<file path="config.mk">
export PLATFORM = sky130hd
export DESIGN_NAME = uart_tx
export DESIGN_NICKNAME = d
export VERILOG_FILES = /design/src/rtl/uart_pkg.sv /design/src/rtl/uart_baud_tick.sv /design/src/rtl/uart_tx.sv
export SDC_FILE = /design/constraint.sdc
export NUM_CORES = 1
export LEC_CHECK = 0
export CELL_PAD_IN_SITES_DETAIL_PLACEMENT = 0
export CELL_PAD_IN_SITES_GLOBAL_PLACEMENT = 1
export CORE_ASPECT_RATIO = 1.4
export CORE_MARGIN = 2
export CORE_UTILIZATION = 43
export CTS_CLUSTER_DIAMETER = 30
export DETAILED_ROUTE_END_ITERATION = 8
export DONT_BUFFER_PORTS = 1
export PLACE_DENSITY_LB_ADDON = 0.1
export SLEW_MARGIN = 10
export SYNTH_ARGS = -nofsm -noshare
export SYNTH_HDL_FRONTEND = slang
export SYNTH_SLANG_ARGS = --single-unit
export TNS_END_PERCENT = 50
</file>
<file path="constraint.sdc">
create_clock -name clk -period 1.8 [get_ports clk]
set_input_delay 0 -clock clk [delete_from_list [all_inputs] [get_ports clk]]
set_output_delay 0 -clock clk [all_outputs]
set_load 0.02 [all_outputs]
</file>
<file path="src/rtl/uart_pkg.sv">
// Types and helpers shared by the UART transmitter and receiver:
// frame constants, transmitter state encoding, baud divisor and parity.
package uart_pkg;

  localparam int   DATA_BITS = 8;
  localparam logic START_BIT = 1'b0;
  localparam logic STOP_BIT  = 1'b1;

  typedef enum logic [2:0] {
    TX_IDLE   = 3'd0,
    TX_START  = 3'd1,
    TX_DATA   = 3'd2,
    TX_PARITY = 3'd3,
    TX_STOP   = 3'd4,
    TX_ACK    = 3'd5
  } tx_state_t;

  function automatic int baud_div(input int clk_freq, input int baud);
    return clk_freq / baud;
  endfunction

  // odd = 1'b1 makes the total count of ones (data + parity) odd
  function automatic logic parity_bit(input logic [DATA_BITS-1:0] data, input logic odd);
    return (^data) ^ odd;
  endfunction

endpackage

</file>
<file path="src/rtl/uart_baud_tick.sv">
// Bit-period timer: counts 0..BAUD_DIV-1 and flags the last cycle of each bit.
// Held at zero while i_restart is high so a new frame always starts on a clean period.
module uart_baud_tick
  import uart_pkg::*;
#(
  parameter int CLK_FREQ = 100_000_000,
  parameter int BAUD     = 19_200
) (
  input  logic clk,
  input  logic reset,
  input  logic i_restart,
  output logic o_tick
);

  localparam int DIV   = baud_div(CLK_FREQ, BAUD);
  localparam int CNT_W = (DIV > 1) ? $clog2(DIV) : 1;
  localparam logic [CNT_W-1:0] LAST = CNT_W'(DIV - 1);

  logic [CNT_W-1:0] r_cnt;

  // Wrap exactly at LAST so every bit lasts DIV cycles with no drift
  always_ff @(posedge clk) begin
    if (reset) begin
      r_cnt <= {CNT_W{1'b0}};
    end else if (i_restart) begin
      r_cnt <= {CNT_W{1'b0}};
    end else if (r_cnt == LAST) begin
      r_cnt <= {CNT_W{1'b0}};
    end else begin
      r_cnt <= r_cnt + {{(CNT_W-1){1'b0}}, 1'b1};
    end
  end

  assign o_tick = (r_cnt == LAST);

endmodule

</file>
<file path="src/rtl/uart_tx.sv">
// UART transmitter: one byte per send/sent handshake, start + 8 data (LSB first) + stop.
// Define UART_TX_PARITY_EN to insert a parity bit (odd/even by PARITY_ODD) before the stop bit.
module uart_tx
  import uart_pkg::*;
#(
  parameter int CLK_FREQ   = 100_000_000,
  parameter int BAUD       = 19_200,
  parameter bit PARITY_ODD = 1'b1
) (
  input  logic       clk,
  input  logic       reset,
  input  logic       send,
  input  logic [7:0] din,
  output logic       sent,
  output logic       busy,
  output logic       tx_out
);

  localparam logic [2:0] LAST_BIT = 3'(DATA_BITS - 1);

  tx_state_t        r_state;
  tx_state_t        w_state_next;
  logic [7:0]       r_shift;
  logic [7:0]       w_shift_next;
  logic [2:0]       r_bit;
  logic [2:0]       w_bit_next;
  logic             w_tick;
  logic             w_restart;
  logic             w_tx_next;
  logic             w_busy_next;
  logic             w_sent_next;
  logic             r_tx;
  logic             r_busy;
  logic             r_sent;
`ifdef UART_TX_PARITY_EN
  logic [7:0]       r_data;
`else
  if (PARITY_ODD) begin : g_parity_odd_has_no_effect
  end
`endif

  // Counter is parked outside the frame so START always gets a full period
  assign w_restart = (r_state == TX_IDLE) || (r_state == TX_ACK);

  uart_baud_tick #(
    .CLK_FREQ (CLK_FREQ),
    .BAUD     (BAUD)
  ) u_baud_tick (
    .clk       (clk),
    .reset     (reset),
    .i_restart (w_restart),
    .o_tick    (w_tick)
  );

  // State register
  always_ff @(posedge clk) begin
    if (reset) begin
      r_state <= TX_IDLE;
    end else begin
      r_state <= w_state_next;
    end
  end

  // Next-state logic
  always_comb begin
    w_state_next = r_state;
    case (r_state)
      TX_IDLE: begin
        if (send) w_state_next = TX_START;
        else      w_state_next = TX_IDLE;
      end
      TX_START: begin
        if (w_tick) w_state_next = TX_DATA;
        else        w_state_next = TX_START;
      end
      TX_DATA: begin
        if (w_tick && (r_bit == LAST_BIT)) begin
`ifdef UART_TX_PARITY_EN
          w_state_next = TX_PARITY;
`else
          w_state_next = TX_STOP;
`endif
        end else begin
          w_state_next = TX_DATA;
        end
      end
`ifdef UART_TX_PARITY_EN
      TX_PARITY: begin
        if (w_tick) w_state_next = TX_STOP;
        else        w_state_next = TX_PARITY;
      end
`endif
      TX_STOP: begin
        if (w_tick) w_state_next = TX_ACK;
        else        w_state_next = TX_STOP;
      end
      TX_ACK: begin
        if (!send) w_state_next = TX_IDLE;
        else       w_state_next = TX_ACK;
      end
      default: w_state_next = TX_IDLE;
    endcase
  end

  // Shift register and bit index advance together on each data-bit boundary
  always_comb begin
    if ((r_state == TX_DATA) && w_tick) begin
      w_shift_next = {1'b0, r_shift[7:1]};
      w_bit_next   = (r_bit == LAST_BIT) ? 3'd0 : (r_bit + 3'd1);
    end else begin
      w_shift_next = r_shift;
      w_bit_next   = r_bit;
    end
  end

  // Datapath registers; din is captured only when a frame is accepted
  always_ff @(posedge clk) begin
    if (reset) begin
      r_shift <= 8'h00;
      r_bit   <= 3'd0;
`ifdef UART_TX_PARITY_EN
      r_data  <= 8'h00;
`endif
    end else if ((r_state == TX_IDLE) && send) begin
      r_shift <= din;
      r_bit   <= 3'd0;
`ifdef UART_TX_PARITY_EN
      r_data  <= din;
`endif
    end else begin
      r_shift <= w_shift_next;
      r_bit   <= w_bit_next;
    end
  end

  // Output decode from the next state so the line changes on the same edge as the state
  always_comb begin
    w_tx_next   = 1'b1;
    w_busy_next = 1'b0;
    w_sent_next = 1'b0;
    case (w_state_next)
      TX_IDLE: begin
        w_tx_next = 1'b1;
      end
      TX_START: begin
        w_tx_next   = START_BIT;
        w_busy_next = 1'b1;
      end
      TX_DATA: begin
        w_tx_next   = w_shift_next[0];
        w_busy_next = 1'b1;
      end
`ifdef UART_TX_PARITY_EN
      TX_PARITY: begin
        w_tx_next   = parity_bit(r_data, PARITY_ODD);
        w_busy_next = 1'b1;
      end
`endif
      TX_STOP: begin
        w_tx_next   = STOP_BIT;
        w_busy_next = 1'b1;
      end
      TX_ACK: begin
        w_tx_next   = 1'b1;
        w_sent_next = 1'b1;
      end
      default: begin
        w_tx_next   = 1'b1;
        w_busy_next = 1'b0;
        w_sent_next = 1'b0;
      end
    endcase
  end

  // Registered outputs keep tx_out glitch-free
  always_ff @(posedge clk) begin
    if (reset) begin
      r_tx   <= 1'b1;
      r_busy <= 1'b0;
      r_sent <= 1'b0;
    end else begin
      r_tx   <= w_tx_next;
      r_busy <= w_busy_next;
      r_sent <= w_sent_next;
    end
  end

  assign tx_out = r_tx;
  assign busy   = r_busy;
  assign sent   = r_sent;

endmodule
</file>
---- Yosys cells after proc, flatten, opt, wreduce, memory -nomap -nowiden ----
Index checks and enable logic that the tools add are counted.
cells by class
  eq/ne operators ......................... 10
  reductions and logical operators ........ 9
  muxes and demuxes ....................... 12
  add/sub/neg operators ................... 2
operators with widths
  operator                                                               number
  8-bit two-way mux                                                      2
  3-bit equality test, second input constant                             5
  3-bit case mux with 5 select lines                                     1
  13-bit by 1-bit adder with 13-bit output, second input constant        1
  13-bit equality test, second input constant                            1
  3-bit two-way mux                                                      3
  3-bit by 1-bit equality test with 1-bit output, second input constant  2
  3-bit by 2-bit equality test with 1-bit output, second input constant  2
  3-bit OR reduction                                                     2
  1-bit two-way mux                                                      4
  3-bit by 1-bit adder with 3-bit output, second input constant          1
  1-bit logical AND                                                      3
  3-bit logical NOT                                                      1
  2-bit two-way mux                                                      1
  1-bit case mux with 2 select lines                                     1
  2-bit nonzero test                                                     1
  2-bit OR reduction                                                     1
  1-bit logical OR                                                       1
word-level totals
  bits in registers ....................... 30

---- Depth between registers and ports, before layout ----
Gate-level depths: netlist (run 1).
  word-level depth ........................ 7
  gate-level depth with buffers ........... 8

---- Hierarchy ----
A second synthesis (run 1) with hierarchy kept.
unflattened totals
  cells, all modules ...................... 167
  area, all modules ....................... 1,587.8 um^2
modules (own cells, without submodules)
  module          area an instance (um^2)  cells an instance  instances
  uart_tx         865.8                    95                 1
  uart_baud_tick  721.9                    72                 1

---- Least setup slack after synthesis (run 1) ----
OpenSTA, ideal clock, no wires.
  kind .................................... register to register
  from .................................... register u_baud_tick.r_cnt[0]
  to ...................................... register r_bit[1]
  cell stages (with the launch flop) ...... 8
  data arrival time ....................... 1.677 ns
  setup slack ............................. 0.044 ns
  clock period less this slack ............ 1.756 ns
  library setup time ...................... 0.079 ns
  buffers on the path ..................... 1
  cells stage by stage .................... dfxtp_1 ha_1 and2_2 and4b_1 buf_6 nand3_4 or3b_1 a211oi_2
between the ends
  word-level cells in the longest chain between the ends .. 2
ends and longest elaborated chain
  element                 line                  text
  start, declared         uart_baud_tick.sv:19  logic [CNT_W-1:0] r_cnt;
  start signal, assigned  uart_baud_tick.sv:24  r_cnt <= {CNT_W{1'b0}};
  start signal, assigned  uart_baud_tick.sv:26  r_cnt <= {CNT_W{1'b0}};
  start signal, assigned  uart_baud_tick.sv:28  r_cnt <= {CNT_W{1'b0}};
  13-bit equality test    uart_baud_tick.sv:34  assign o_tick = (r_cnt == LAST);
  1-bit logical AND       uart_tx.sv:107        if ((r_state == TX_DATA) && w_tick) begin
  end signal, assigned    uart_tx.sv:132        r_bit <= w_bit_next;
  end, declared           uart_tx.sv:25         logic [2:0] r_bit;
Every way passes these cells.
A chain may end at the register's enable or synchronous reset.

---- Worst setup path in the final report (run 1) ----
  from .................................... register u_baud_tick.r_cnt[9]
  to ...................................... register r_busy, in the netlist busy
between the ends
  word-level cells in the longest chain between the ends .. 7
  elaborated cells on any way between the ends .. 11
  classes of those cells .................. eq/ne: 4; mux: 5; reduce/logical: 2
ends and longest elaborated chain
  element                                                                 line                  text
  13-bit equality test *                                                  uart_baud_tick.sv:34
  1-bit logical AND                                                       uart_tx.sv:77         if (w_tick && (r_bit == LAST_BIT)) begin
  3-bit two-way mux                                                       uart_tx.sv:77
  3-bit case mux with 5 select lines *                                    uart_tx.sv:67         case (r_state)
  3-bit by 2-bit equality test with 1-bit output (tied with other cells)  uart_tx.sv:141        case (w_state_next)
  3-bit OR reduction (no line) *                                          n/a
  1-bit two-way mux *                                                     uart_tx.sv:141
  end signal, assigned                                                    uart_tx.sv:183        r_busy <= w_busy_next;
  end, declared                                                           uart_tx.sv:33         logic r_busy;
Every way passes the cells marked *; elsewhere a longest branch is shown, timed or not.

==> results of run 1 <==
## power breakdown
| part | switching, µW | internal (µW) | total [µW] |
|---|---|---|---|
| clock | 257 | 308 | 565 |
| sequential | 18.5 | 684 | 702 |
| combinational | 43.9 | 47.1 | 91.0 |
| total | 319 | 1040 | 1360 |
## final timing paths
| check | start | endpoint | slack, ns | cells past startpoint |
|---|---|---|---|---|
| worst max-delay path | u_baud_tick.r_cnt[9] | busy | 0.06 | 6 |
| worst min register to register | u_baud_tick.r_cnt[0] | u_baud_tick.r_cnt[0] | 0.41 | 1 |
| worst min-delay path | send | r_bit[1] | 0.01 | 2 |
| worst max register to register | u_baud_tick.r_cnt[9] | busy | 0.06 | 6 |
## cells in the mapped netlist
| cell type | n | area, µm² |
|---|---|---|
| clkbuf_1 | 4 | 15.0 |
| mux2_2 | 1 | 11.3 |
| buf_6 | 3 | 33.8 |
| nand4_1 | 3 | 18.8 |
| or3b_1 | 1 | 8.76 |
| and4b_1 | 2 | 20.0 |
| xor2_1 | 9 | 78.8 |
| and4_2 | 1 | 10.0 |
| dfxtp_1 | 30 | 601 |
| a211oi_2 | 1 | 12.5 |
| a211oi_1 | 9 | 67.6 |
| xnor2_1 | 3 | 26.3 |
| a41o_2 | 1 | 11.3 |
| buf_4 | 1 | 7.51 |
| clkbuf_2 | 1 | 5.00 |
| or3_1 | 1 | 6.26 |
| nor4b_4 | 1 | 23.8 |
| mux2i_1 | 9 | 90.1 |
| and3_2 | 1 | 7.51 |
| nor2_1 | 23 | 86.3 |
| nand2_1 | 9 | 33.8 |
| a32oi_1 | 1 | 8.76 |
| nand2b_1 | 1 | 6.26 |
| inv_1 | 3 | 11.3 |
| a21oi_1 | 2 | 10.0 |
| a31oi_1 | 1 | 6.26 |
| o21ai_0 | 1 | 5.00 |
| o21bai_1 | 1 | 7.51 |
| and2_2 | 1 | 7.51 |
| a211o_2 | 1 | 10.0 |
| and4_1 | 1 | 8.76 |
| nor4b_2 | 1 | 15.0 |
| maj3_1 | 1 | 10.0 |
| nand3_4 | 1 | 17.5 |
| a32o_1 | 1 | 10.0 |
| nor3_1 | 3 | 15.0 |
| a211o_1 | 1 | 8.76 |
| nand3_1 | 5 | 25.0 |
| ha_1 | 3 | 37.5 |
| and3_1 | 2 | 12.5 |
## registers in the layout (all words and copies together) (netlist names)
name / cells
u_baud_tick.r_cnt: 13
r_shift: 8
r_bit: 3
r_state: 3
busy: 1
sent: 1
tx_out: 1
## per-layer routing
layer | wire (µm) | vias to the layer above
li1 | - | 546
met1 | 1190 | 497
met2 | 1420 | 11
met3 | 85 | 5
met4 | 73 | 0
met5 | 0 | -
## metrics by stage
stage / setup WS (ns) / TNS, ns / power [µW]
2_1_floorplan: 0.0440 / 0 / 771
3_3_place_gp: -0.00656 / -0.00656 / 781
3_5_place_dp: -0.0488 / -0.0872 / 783
4_1_cts: 0.0266 / 0 / 1380
5_1_grt: -0.0197 / -0.0437 / 1420
6_report: 0.0566 / 0 / 1360
## layout make-up
class                      count  area, µm²  area share (%)
clock buffer                   7       86.3            5.10
clock inverter                 1       5.00           0.296
inverter                       3       11.3           0.665
multi-input combinational    103        763            45.1
sequential                    30        606            35.8
tap                           39       48.8            2.88
timing repair buffer          19        173            10.2
## worst register-to-register path: cells and delay by family, from the launching register on
| family | cells | cell delay, ns |
|---|---|---|
| AOI/OAI and AO/OA | 3 | 0.50 |
| and+or+nand+nor | 2 | 0.62 |
| DFF | 1 | 0.36 |
| buffers and inverters | 1 | 0.16 |
## cells in the final DEF, fill, tap and decap left out, drive strengths merged, types with 6 or more instances in the layout
cell          n
dfxtp        30
xor2          9
a211oi       10
nor2         23
buf          10
mux2i         9
dlygate4sd3   9
nand3         6
nand2         9
clkbuf        7
## logic make-up (layout without fill, tap and decap cells)
logic type	count (synthesis)	in the layout	synth area share [%]
flops	30	30	42.7
fa+ha+maj	4	4	3.38
mux	10	10	7.20
compound gates	20	20	11.2
xor+xnor	12	12	7.47
buf+inv	12	30	5.15
simple gates	57	57	22.9
## what timing repair did
item	4_1_cts	5_1_grt
resized for setup	4	8
hold buffers	9	0
buffers inserted	1	0
hold endpoints to repair	12	0
setup endpoints to repair	2	13
pin swaps	1	4
==> flow_metrics.tcl, run 1 <==
set metrics [dict create \
    grt_usage_pct 17.1 \
    ys_ff_latch 30 \
    drtAntennaViolNets 0 \
    status "complete, no violations" \
    cp_top_family "simple AND/OR/NAND/NOR gates" \
    setup_viol_count_final 0 \
    ys_types 40 \
    final_hold_viol_count 0 \
    critical_path_class "reg -> reg" \
    diodes 0 \
    fin_crit_sh_pct 96.9 \
    grt.met2_usage_pct 29.6 \
    yosysWarnings 0 \
    powerDensity_nw_per_um2 802 \
    crit_required_ns 1.97 \
    tightest_slew_ns 0.535 \
    ir_worst_vdd_mv 0.495 \
    busiest_layer "met2" \
    syn2layout_area_growth_pct 20.3 \
    grt_max_degree 16 \
    fin_skew_ns 0.00697 \
    drc 0 \
    core_region_area_um2 3120 \
    chipWidth_um 52.4 \
    drtIter0Drc 20 \
    cp_slowest_cell "dfxtp_4" \
    start_util_pct 45.1 \
    crit_fanout 6 \
    path_buf_inv 1 \
    p_leak_uw 0.000674 \
    first_global_vias 1048 \
    drtPass1Iterations 3 \
    design.portCount 14 \
    port_buffers 0 \
    design_area_um2 1690 \
    vias 1059 \
    hp-class "in -> reg" \
    synth_area_per_cell_um2 9.71 \
    fin_util_pct 54.2 \
    finalMaxSlewViolations 0 \
    finalCriticalPeriod_ns 1.74 \
    clock-root-buffer "clkbuf_8" \
    gp_congestion 0.925 \
    clkTransAtPathRegs_ns 0.07 \
    die_y_um 71.7 \
    rows 24 \
    clkSinkCount 30 \
    clk_path_buf_depth 2 \
    use_met3_pct 5.00 \
    wl_um 2780 \
    critical_path.cell_chain "nor4b_4 -> and4b_2 -> buf_4 -> a211oi_1 -> a41o_2 -> o21bai_1" \
    clock_latency_ns 0.28 \
    cts_made_buffers 5 \
    timing.hold.ws_ns 0.0127 \
    critPathArrivalTime_ns 1.91 \
    cp_slowest_stage_delay_ns 0.36 \
    syn_inst 145 \
    dpl-instance-area_um2 1460 \
    syn-cell-area_um2 1410 \
    finalNetCount 176 \
    syn_nets 159 \
    vias_per_cell 5.24 \
    grt_pass1_wl_um 4640 \
    rsz0062_at_grt "yes" \
    cts_tree "done" \
    dieArea_um2 3750 \
    routedWlPerCell_um 13.7 \
    antenna_found_initial 0 \
    start_kind "register" \
    dp_hpwl_um 1880 \
    drive_gt1_share_pct 20.9 \
    h-tree-depth 2 \
    final_cells 202 \
    grtUsageMet1_pct 17.8 \
    cap_violations 0 \
    max_slew_margin_pct 64.2 \
    grt-ovfl-total 0 \
    fmax_ghz 0.574 \
    ys_seq_area_share_pct 42.7 \
    nFillCells 293 \
    dp.cells 184 \
    end_kind "register" \
]
No activity file was read; power rests on OpenSTA's default activity.
==> inputs of run 2 (changes only) <==
Settings changed: CORE_MARGIN 2 to 1.
==> run 2 against run 1 <==
  * Register-to-register slack barely moved
  * Sequential power is essentially flat
  * First-iteration DRC count rose by 30%
  * Core utilization grew 1.3 points
  * Combinational power rose by 9.9%
  * Final area grew 2.4%
==> flow_metrics.tcl, run 2 (synthesis gave the netlist of run 1 again) <==
set metrics [dict create \
    syn2layout_area_growth_pct 23.2 \
    grt-ovfl-total 0 \
    wl_um 2880 \
    finalMaxSlewViolations 0 \
    hp-class "in -> reg" \
    gp_congestion 0.939 \
    clk_path_buf_depth 2 \
    top_register "u_baud_tick.r_cnt" \
    crit_fanout 4 \
    port_buffers 0 \
    final_common_cell "dfxtp_1" \
    top_layer_used "met4" \
    core_region_area_um2 3120 \
    tightest_slew_ns 0.544 \
    largest_registers "u_baud_tick.r_cnt: 13 flops, r_shift: 8 flops" \
    dp_hpwl_um 1910 \
    finalNetCount 178 \
    clkTransAtPathRegs_ns 0.07 \
    total_power_uw 1370 \
    mostFrequentLayoutCells "dfxtp_1, nor2_1, dlygate4sd3_1, buf_4" \
    routedWlPerCell_um 14.1 \
    wl_met1_um 1240 \
    end_kind "register" \
    clock-root-buffer "clkbuf_8" \
    rows 24 \
    fin_util_pct 55.5 \
    tns_ns 0 \
    ir_worst_vdd_mv 0.514 \
    setup_viol_count_final 0 \
    start_kind "register" \
    diodes 0 \
    drtPass1Iterations 5 \
    wl_met3_um 100 \
    grt_pass1_wl_um 4840 \
    crit_required_ns 2.00 \
    cap_violations 0 \
    clock_latency_ns 0.28 \
    largest_register_ffs 13 \
    drc 0 \
    drtAntennaViolNets 0 \
    status "complete, no violations" \
    p_leak_uw 0.000689 \
    finalCriticalPeriod_ns 1.75 \
    critPathArrivalTime_ns 1.95 \
    powerDensity_nw_per_um2 792 \
    timing.hold.ws_ns 0.0322 \
    drtIter0Drc 26 \
    vias_per_cell 5.45 \
    clkSinkCount 30 \
    critical_path_class "reg -> reg" \
    cts_tree "done" \
    dieArea_um2 3510 \
    max_slew_margin_pct 63.6 \
    nFillCells 312 \
    first_global_vias 1137 \
    die_y_um 69.7 \
    rsz0062_at_grt "yes" \
    start_util_pct 45.1 \
    design.portCount 14 \
    antenna_found_initial 0 \
    met2WireLength_um 1480 \
    chipWidth_um 50.4 \
    fin_skew_ns 0.00824 \
    dp.cells 184 \
    final_hold_viol_count 0 \
    r2r_slack_ns 0.05 \
    grt_usage_pct 18.4 \
    drive_gt1_share_pct 24.8 \
    vias 1112 \
    h-tree-depth 2 \
    final_cells 204 \
    grt_max_degree 16 \
    cts_made_buffers 5 \
    fmax_ghz 0.572 \
    fin_crit_sh_pct 97.1 \
]
[run 2: changes by cell type in the layout (fill, tap and decap cells not counted), moves of 2 or more]
cell,before,now
dfxtp_1,28,26
a211oi_1,8,6
dfxtp_2,1,4
a211oi_2,2,4
[run 2: power by group]
part | leakage, µW | internal (µW) | total, µW | switching (µW)
clock | 0.0000472 | 307 | 568 | 262
sequential | 0.000246 | 685 | 704 | 18.8
combinational | 0.000395 | 51.8 | 100 | 48.4
[run 2: worst max-delay path, cell delays in order (launching register included)]
cell	delay, ns
dfxtp_2	0.33
nor4b_4	0.29
and4b_2	0.32
nand3_4	0.10
or3b_4	0.42
a211oi_2	0.21
[run 2: metrics by stage]
step	instance area, µm²	setup slack [ns]
after floorplan	1410	0.0440
final	1730	0.0527
after detailed placement	1460	-0.0519
after CTS	1670	0.0223
after global routing	1730	-0.00814
after global placement	1460	-0.00974
[run 2: path summary, 6_finish.rpt]
path / startpoint / endpoint / cells after the start
worst max-delay path: u_baud_tick.r_cnt[8] / r_bit[1] / 5
worst min-delay path: reset / r_state[1] / 2
worst max register to register: u_baud_tick.r_cnt[8] / r_bit[1] / 5
worst min register to register: r_shift[7] / r_shift[7] / 2
[run 2: layer usage]
layer	vias to the layer above	track usage, %
met2	27	31.4
met4	0	10.2
li1	550	-
met3	7	5.92
met1	528	19.2
met5	-	0
[run 2: area by class of cell]
| cell class | count | area, µm² | area share [%] |
|---|---|---|---|
| clock buffer | 6 | 82.6 | 4.76 |
| multi-input combinational | 103 | 783 | 45.2 |
| tap | 39 | 48.8 | 2.81 |
| timing repair buffer | 21 | 190 | 11.0 |
| sequential | 30 | 606 | 34.9 |
| clock inverter | 2 | 12.5 | 0.722 |
| inverter | 3 | 11.3 | 0.649 |
[run 2: timing repair]
action | CTS | global route
hold endpoints to repair | 12 | 13
pin swaps | 0 | 1
endpoints found under the setup margin | 2 | 23
gates resized for setup | 4 | 13
cloned | 0 | 0
buffers inserted | 1 | 1
hold buffers | 9 | 1
